--- config.mk ---
export PLATFORM = sky130hd
export DESIGN_NAME = note_player
export DESIGN_NICKNAME = d
export VERILOG_FILES = /design/src/rtl/note_pkg.sv /design/src/rtl/divby12.sv /design/src/rtl/note_player.sv
export SDC_FILE = /design/constraint.sdc
export NUM_CORES = 1
export LEC_CHECK = 0
export ABC_AREA = 1
export CORE_MARGIN = 2
export CORE_UTILIZATION = 53
export CTS_BUF_LIST = sky130_fd_sc_hd__clkbuf_16
export CTS_CLUSTER_SIZE = 25
export DETAILED_ROUTE_END_ITERATION = 8
export GPL_TIMING_DRIVEN = 0
export PLACE_DENSITY_LB_ADDON = 0.05
export SLEW_MARGIN = 0
export SYNTH_ARGS = -nofsm -noshare
export SYNTH_HDL_FRONTEND = slang
export SYNTH_HIERARCHICAL = 1
export SYNTH_SLANG_ARGS = --single-unit
--- constraint.sdc ---
create_clock -name clk -period 3.3 [get_ports clk]
set_clock_uncertainty 0.1 [all_clocks]
set_input_delay 0.495 -clock clk [delete_from_list [all_inputs] [get_ports clk]]
set_output_delay 0.495 -clock clk [all_outputs]
set_load 0.01 [all_outputs]
--- src/rtl/note_pkg.sv ---
// rtl/note_pkg.sv - shared types, widths and half-period table for the note player
// Purpose: FSM state encoding, field widths and the octave-0 half-period table
//          (in clk cycles) used when loading the tone counter.
// Ports:   none (package)
package note_pkg;

   localparam int NOTE_W = 6;
   localparam int OCT_W  = 3;
   localparam int SEMI_W = 4;
   localparam int HP_W   = 11;

   typedef enum logic [1:0] {
      IDLE,
      LOAD,
      PLAY,
      GAP
   } state_t;

   // Half period at octave 0 for each semitone, in clk cycles.
   function automatic logic [HP_W-1:0] note_hp(input logic [SEMI_W-1:0] semi);
      logic [HP_W-1:0] hp;
      case (semi)
         4'd0:    hp = 11'd1024;
         4'd1:    hp = 11'd966;
         4'd2:    hp = 11'd912;
         4'd3:    hp = 11'd861;
         4'd4:    hp = 11'd813;
         4'd5:    hp = 11'd767;
         4'd6:    hp = 11'd724;
         4'd7:    hp = 11'd683;
         4'd8:    hp = 11'd645;
         4'd9:    hp = 11'd609;
         4'd10:   hp = 11'd575;
         4'd11:   hp = 11'd542;
         default: hp = 11'd1024;
      endcase
      return hp;
   endfunction

   // Tone counter reload value: half period scaled to the octave, minus one
   // because the counter spends one cycle at zero before toggling.
   // Smallest result is 542>>5 = 16, so the reload never underflows.
   function automatic logic [HP_W-1:0] half_period_m1(input logic [SEMI_W-1:0] semi,
                                                     input logic [OCT_W-1:0]  oct);
      return (note_hp(semi) >> oct) - 11'd1;
   endfunction

endpackage

--- src/rtl/divby12.sv ---
// rtl/divby12.sv - combinational note number to octave/semitone decoder
// Purpose: splits a 6-bit note number into quotient (octave) and remainder
//          (semitone) of a division by 12.
// Ports:   num       in  6  note number 0..63
//          quotient  out 3  num / 12 (0..5)
//          remainder out 4  num % 12 (0..11)
module divby12
   import note_pkg::*;
(
   input  logic [NOTE_W-1:0] num,
   output logic [OCT_W-1:0]  quotient,
   output logic [SEMI_W-1:0] remainder
);

   logic [NOTE_W-1:0] base;

   // Range compare instead of a divider: only six possible quotients.
   always_comb begin
      quotient = 3'd0;
      base     = 6'd0;
      if (num >= 6'd60) begin
         quotient = 3'd5;
         base     = 6'd60;
      end else if (num >= 6'd48) begin
         quotient = 3'd4;
         base     = 6'd48;
      end else if (num >= 6'd36) begin
         quotient = 3'd3;
         base     = 6'd36;
      end else if (num >= 6'd24) begin
         quotient = 3'd2;
         base     = 6'd24;
      end else if (num >= 6'd12) begin
         quotient = 3'd1;
         base     = 6'd12;
      end
      remainder = SEMI_W'(num - base);
   end

endmodule

--- src/rtl/note_player.sv ---
// rtl/note_player.sv - one-note-at-a-time square-wave sequencer
// Purpose: accepts a note over valid/ready, decodes octave/semitone, plays a
//          square wave (or silence for a rest) for a number of ticks, then
//          inserts a fixed silent gap before accepting the next note.
// Ports:   clk         in  1      system clock
//          rst_n       in  1      asynchronous active-low reset
//          note_valid  in  1      note_num/duration/rest valid
//          note_ready  out 1      high only in IDLE
//          note_num    in  6      note number 0..63
//          duration    in  DUR_W  note length in ticks
//          rest        in  1      1 = silent note
//          speaker     out 1      square-wave audio output
//          busy        out 1      high in LOAD/PLAY/GAP
//          octave      out 3      octave of current/last note
//          semitone    out 4      semitone of current/last note
module note_player
   import note_pkg::*;
#(
   parameter int TICK_CYCLES = 250000,
   parameter int GAP_TICKS   = 2,
   parameter int DUR_W       = 8
) (
   input  logic              clk,
   input  logic              rst_n,
   input  logic              note_valid,
   output logic              note_ready,
   input  logic [5:0]        note_num,
   input  logic [DUR_W-1:0]  duration,
   input  logic              rest,
   output logic              speaker,
   output logic              busy,
   output logic [2:0]        octave,
   output logic [3:0]        semitone
);

   localparam int PRE_W = (TICK_CYCLES > 1) ? $clog2(TICK_CYCLES) : 1;
   localparam int GAP_W = (GAP_TICKS > 1) ? $clog2(GAP_TICKS) : 1;
   localparam logic [PRE_W-1:0] PRE_LAST = PRE_W'(TICK_CYCLES - 1);
   localparam logic [GAP_W-1:0] GAP_LAST = GAP_W'((GAP_TICKS > 0) ? GAP_TICKS - 1 : 0);

   state_t             state;
   logic [NOTE_W-1:0]  num_q;
   logic [DUR_W-1:0]   dur_q;
   logic               rest_q;
   logic [DUR_W-1:0]   dur_cnt;
   logic [HP_W-1:0]    hp_cnt;
   logic [HP_W-1:0]    hp_reload;
   logic [PRE_W-1:0]   presc;
   logic [GAP_W-1:0]   gap_cnt;
   logic [OCT_W-1:0]   div_q;
   logic [SEMI_W-1:0]  div_r;
   logic               tick;

   divby12 u_divby12 (
      .num       (num_q),
      .quotient  (div_q),
      .remainder (div_r)
   );

   assign note_ready = (state == IDLE);
   assign tick       = (presc == PRE_LAST);

   always_ff @(posedge clk or negedge rst_n) begin
      if (!rst_n) begin
         state     <= IDLE;
         num_q     <= '0;
         dur_q     <= '0;
         rest_q    <= 1'b0;
         dur_cnt   <= '0;
         hp_cnt    <= '0;
         hp_reload <= '0;
         presc     <= '0;
         gap_cnt   <= '0;
         speaker   <= 1'b0;
         busy      <= 1'b0;
         octave    <= '0;
         semitone  <= '0;
      end else begin
         case (state)
            IDLE: begin
               if (note_valid) begin
                  num_q  <= note_num;
                  dur_q  <= duration;
                  rest_q <= rest;
                  busy   <= 1'b1;
                  state  <= LOAD;
               end
            end

            LOAD: begin
               octave    <= div_q;
               semitone  <= div_r;
               hp_reload <= half_period_m1(div_r, div_q);
               hp_cnt    <= half_period_m1(div_r, div_q);
               presc     <= '0;
               gap_cnt   <= '0;
               dur_cnt   <= dur_q;
               speaker   <= 1'b0;
               state     <= (dur_q == '0) ? GAP : PLAY;
            end

            PLAY: begin
               // Rests freeze the tone counter so speaker stays low.
               if (!rest_q) begin
                  if (hp_cnt == '0) begin
                     hp_cnt  <= hp_reload;
                     speaker <= ~speaker;
                  end else begin
                     hp_cnt <= hp_cnt - 1'b1;
                  end
               end
               if (tick) begin
                  presc   <= '0;
                  dur_cnt <= dur_cnt - 1'b1;
                  // Leaving for GAP overrides any toggle on this edge.
                  if (dur_cnt == DUR_W'(1)) begin
                     speaker <= 1'b0;
                     state   <= GAP;
                  end
               end else begin
                  presc <= presc + 1'b1;
               end
            end

            GAP: begin
               speaker <= 1'b0;
               if (GAP_TICKS == 0) begin
                  busy  <= 1'b0;
                  state <= IDLE;
               end else if (tick) begin
                  presc <= '0;
                  if (gap_cnt == GAP_LAST) begin
                     busy  <= 1'b0;
                     state <= IDLE;
                  end else begin
                     gap_cnt <= gap_cnt + 1'b1;
                  end
               end else begin
                  presc <= presc + 1'b1;
               end
            end

            default: state <= IDLE;
         endcase
      end
   end

endmodule

# ---- Word level (Yosys, flattened, before mapping)
# Memories as Yosys holds them, arrays and structs flattened.
# Index checks and enable logic that the tools add are counted.
# Widths: inputs -> output; s select.
dict set report word_totals {
  reg_bits 75
  latch_bits 0
  mem_bits_rw 0
  romBits 352
  inputBits 18
  output_inout_bits 10
  wordCells 95
  n_memories 2
}
dict set report op_classes {
  addsub 7
  multipliers 0
  div 0
  n_lt_le_gt_ge 5
  n_eq_ne 11
  shifts 2
  mux 38
  bitwise_logic 1
  n_reduce_logical 16
}
# memory words width rd rd_ports_with_merged_regs write_ports line_no
set mem_list {}
lappend mem_list {{(name not given)} 16 11 1 0 0 note_pkg.sv:22} ;# case (semi)
lappend mem_list {{(name not given)} 16 11 1 0 0 note_pkg.sv:22}
# cell count
set ops {}
lappend ops {{$mux 11} 4}
lappend ops {{$pmux 18 s2} 1}
lappend ops {{$sub 11x1->11 const B} 3}
lappend ops {{$pmux 11 s2} 1}
lappend ops {{$shr 11x3->11} 2}
lappend ops {{$mux 4} 5}
lappend ops {{$add 18x1->18 const B} 1}
lappend ops {{$eq 18x18->1 const B} 1}
lappend ops {{$ge 6x6->1 const B} 3}
lappend ops {{$mux 18} 1}
lappend ops {{$pmux 8 s2} 1}
lappend ops {{$mux 3} 4}
lappend ops {{$ne 2x2->1 const B} 6}
lappend ops {{$logic_not 11->1} 1}
lappend ops {{$mux 1} 11}
lappend ops {{$mux 2} 5}
lappend ops {{$reduce_bool 2->1} 5}
lappend ops {{$eq 8x1->1 const B} 1}
lappend ops {{$logic_not 8->1} 1}
lappend ops {{$mux 8} 1}
lappend ops {{$pmux 2 s4} 1}
lappend ops {{$reduce_and 2->1} 4}
lappend ops {{$sub 8x1->8 const B} 1}
lappend ops {{$ge 6x4->1 const B} 1}
lappend ops {{11 further kinds} 15}

# ---- Logic depth before layout (Yosys ltp)
# An unclocked memory read counts as a cell.
dict set report logic_depth {
  word_depth 12
  depth_mapped 27
  depth_no_buf 27
}

# ---- By module
# The synthesis kept the hierarchy.
# mod instances cells_each area_per_inst_um2 seq_area_each_um2
set modules_own_cells {}
lappend modules_own_cells {note_player 1 653 4869.7 1876.8}
lappend modules_own_cells {divby12 1 29 133.9 0.0}

# ---- Worst setup path after synthesis
# OpenSTA, ideal clock, no wires.
dict set report synth_timing {
  path_type {register to register}
  startpoint {register num_q[3]}
  endpoint {register hp_cnt[8]}
  setup_time_ps 117
  arrival_time_ps 2842
  required_time_ps 3083
  setup_slack_ps 241
  stages_incl_launch_ff 25
  n_path_buf 0
  synth_period_minus_slack_ps 3059
  cell_sequence {dfrtp_1 a21oi_1 nand2_1 nand2_1 nand2_1 o21ai_1 ha_1 inv_1 nand3_1 nand2_1 inv_2 nor2_1 nand2_1 nand3_1 nand3_1 nand3_1 nand2_1 ha_1 nand2_2 nor2_4 nand3b_1 nand2_1 nand2_1 nand2_1 nand2_1}
}
dict set report synth_between {
  elab_cells_between_ends 21
  cone_classes {add/sub (2); order compare (5); shift (1); mux (12); memory (1)}
}
# item line_no
set synth_lines {}
lappend synth_lines {{start, declared} note_player.sv:42} ;# logic [NOTE_W-1:0] num_q;
lappend synth_lines {{start signal, assigned} note_player.sv:82} ;# num_q <= note_num;
lappend synth_lines {{$ge 6x4->1} divby12.sv:33} ;# end else if (num >= 6'd12) begin
lappend synth_lines {{$mux 1} divby12.sv:33}
lappend synth_lines {{$mux 3} divby12.sv:30} ;# end else if (num >= 6'd24) begin
lappend synth_lines {{$mux 3} divby12.sv:27} ;# end else if (num >= 6'd36) begin
lappend synth_lines {{$mux 3} divby12.sv:24} ;# end else if (num >= 6'd48) begin
lappend synth_lines {{$mux 3 (*)} divby12.sv:21} ;# if (num >= 6'd60) begin
lappend synth_lines {{net div_q[0]} note_player.sv:50} ;# logic [OCT_W-1:0] div_q;
lappend synth_lines {{$shr 11x3->11 (*)} note_pkg.sv:45} ;# return (note_hp(semi) >> oct) - 11'd1;
lappend synth_lines {{$sub 11x1->11 (*)} note_pkg.sv:45}
lappend synth_lines {{$pmux 11 s2 (*)} note_player.sv:79} ;# case (state)
lappend synth_lines {{end signal, assigned} note_player.sv:94} ;# hp_cnt <= half_period_m1(div_r, div_q);
lappend synth_lines {{end signal, assigned} note_player.sv:106} ;# hp_cnt <= hp_reload;
lappend synth_lines {{end signal, assigned} note_player.sv:109} ;# hp_cnt <= hp_cnt - 1'b1;
lappend synth_lines {{end, declared} note_player.sv:46} ;# logic [HP_W-1:0] hp_cnt;
# The timed path passes the listed nets; every way through them passes the cells marked *. The select of a mux whose other input is x is not followed.
# A chain may end at the register's enable or synchronous reset.

# ---- Worst setup path after layout
dict set report layout_timing {
  startpoint {register num_q[4]}
  endpoint {register hp_cnt[8]}
}
# Same word-level chain as after synthesis.

==> run summary <==
post-synthesis sequential area ratio = 0.375
global placement routability congestion = 0.893
Least-Margin Pin Slew = 745 ps
CP peak stage delay = 440 ps
Port Buffer Count = 27
via/cell ratio = 5.53
CP arrival = 3190 ps
Yosys top cell area share = 0.375
Setup crit end kind = flip-flop
worst IR drop on VDD = 0.214 mV
post-layout util = 0.647
hold slack = 375 ps
Synth Warn # = 6
final wirelength = 11900 um
Commonest cells post-synth = nand2_1 (183), nand3_1 (78), dfrtp_1 (75)
Pins Over Slew Limit = 0
clock transition at the registers of the reported paths = 60 ps
endpoints failing setup = 0
Slew HR = 0.498
Avg Cell Area, Syn = 7.34 sq um
Die Height = 101 um
# clock sinks = 75
Syn-to-layout area delta = 19.0%
vias in the first global route = 4444
clk root buf = clkbuf_16
layout filler cell count = 808
syn nets = 717
CTS Buf Count = 9
Worst path most repeated cell = nand2_1
CTS tree = yes
initial antenna violation count = 0
cells after synthesis = 682
pin count of the biggest net entering global routing = 54
Cell Pwr Density = 351 nW/um^2
post-route cell area = 5950 sq um
ys async rst share = 1.00
Crit path max-delay family = simple AND/OR/NAND/NOR gates
FF+latch count, synth = 75
CP Max Fanout = 10
CP required = 3420 ps
fin crit share = 0.932
ANT cells = 0
DIE AREA = 10200 sq um
worst setup path class = reg -> reg
synth unique cells = 44
TritonRoute pass-1 iters = 4
antenna-violating nets left = 0
number of synthesized flops with an enable pin = 0
Core Area = 9200 sq um
max cap viols = 0
Setup crit start kind = flip-flop
Hold WC Path Type = reg -> reg
final count of hold timing violations = 0
largest cells by area after synthesis = dfrtp_1 (38%), nand2_1 (14%), nand3_1 (7.8%)
share of cells above drive strength 1 = 0.144
detailed router's first-iteration violation count = 189
Routed WL per cell = 14.1 um
clk_lat worst skew = 340 ps
site row count = 35
area leader, netlist = dfrtp_1
P_leak = 2.97 nW
DPL Wire Length = 8700 um
Worst Path Buf+Inv = 3
H-tree depth = 3
gr ovfl total = 0
vias = 4674
die span in x = 101 um
Initial Util = 0.544
most common cell in the netlist = nand2_1
first-pass GRT wire length = 20400 um
Final Net Count = 765
fmax = 325 MHz
Synth Cell Area = 5000 sq um
GRT Util Overall = 0.246
fin crit period = 3080 ps
Slowest-stage cell, CP = dfrtp_2
I/O pin cnt = 28
ys flop type = dfrtp_1
TNS Setup = 0 ps
drt drc = 0
outcome = finished clean
Clock Path Buffers = 2
placed inst area = 5440 sq um
routing by layer:
layer | vias to the layer above | wire length, um | part of all wire | GRT usage
met1 | 2200 | 5580 | 0.47 | 0.343
met5 | - | 0 | 0 | 0
met4 | 0 | 215 | 0.018 | 0.0832
met2 | 108 | 5630 | 0.47 | 0.388
met3 | 19 | 478 | 0.040 | 0.0455
li1 | 2347 | - | - | -
report_power, final:
part	total, mW	internal, mW	leakage, nW	switching (mW)
Sequential	0.920	0.920	1.01	0
Combinational	0.0422	0.0215	1.79	0.0208
Clock	1.13	0.737	0.166	0.390
placed cells by master (no fill, tap or decap), types with 10 or more instances in the layout:
cell type,netlist,final
nand2_2,11,14
nor3_1,10,10
a21oi_1,22,21
ha_1,17,15
mux2_2,13,13
inv_1,62,61
nor2_1,52,51
buf_4,3,12
nand3_1,78,74
dfrtp_1,75,72
nand2_1,183,178
clkdlybuf4s50_1,0,26
clkbuf_1,10,10
o21ai_0,50,50
layout make-up:
cell class                 instances  area (sq um)  share of cell area
timing repair buffer              37           365              0.0614
tap                              111           139              0.0233
inverter                          70           268              0.0450
clock inverter                     6           113              0.0189
multi-input combinational        514          2840               0.477
clock buffer                       9           225              0.0378
sequential                        75          1880               0.316
buffer                            23           124              0.0208
worst reg2reg max path: cells and delay by family (launching register included):
family | cells | cell delay [ps]
adders and majority gates | 2 | 330
AOI/OAI and AO/OA | 1 | 80
buffers and inverters | 3 | 270
and+or+nand+nor | 19 | 1740
DFF | 1 | 440
metrics by stage:
stage / setup slack (ps) / instances / power, mW
finish: 225 / 845 / 2.09
global route: -14.1 / 845 / 2.15
CTS: 6.05 / 839 / 2.11
detailed placement: -372 / 821 / 0.980
global placement: -1080 / 820 / 0.976
floorplan: 241 / 682 / 0.937
registers in the layout (all words and copies together) (netlist names), 2 cells and up:
name and count:
state 2, dur_cnt 8, presc 18, num_q 6, hp_cnt 11, semitone 4, octave 3, hp_reload 11
dur_q 8
kinds of logic (layout without fill, tap and decap cells):
logic type / Yosys count / in the layout / synth area share
AOI/OAI and AO/OA: 96 / 96 / 0.105
xor gates and xnor gates: 16 / 16 / 0.0280
adders and majority gates: 17 / 17 / 0.0425
buffers and inverters: 93 / 145 / 0.0760
DFF: 75 / 75 / 0.375
muxes: 14 / 14 / 0.0313
and+or+nand+nor: 371 / 371 / 0.342
worst paths after layout:
path	slack (ps)	end	start	cells past startpoint
setup / recovery	220	hp_cnt[8]$_DFFE_PN0P_	num_q[4]$_DFFE_PN0P_	25
hold / removal	380	hp_reload[5]$_DFFE_PN0P_	hp_reload[5]$_DFFE_PN0P_	2
setup reg to reg	220	hp_cnt[8]$_DFFE_PN0P_	num_q[4]$_DFFE_PN0P_	25
hold reg to reg	380	hp_reload[5]$_DFFE_PN0P_	hp_reload[5]$_DFFE_PN0P_	2
max in group asynchronous	2020	num_q[4]$_DFFE_PN0P_	rst_n	3
min in group asynchronous	510	dur_cnt[1]$_DFFE_PN0P_	rst_n	2
repair_timing:
item,4_1_cts,5_1_grt
gates resized for setup,8,21
hold buffers,1,0
gates cloned,0,0
setup endpoints to repair,19,18
pin swaps,1,6
endpoints found under the hold margin,22,0
buffers inserted,2,6
No activity file was read; power rests on OpenSTA's default activity.
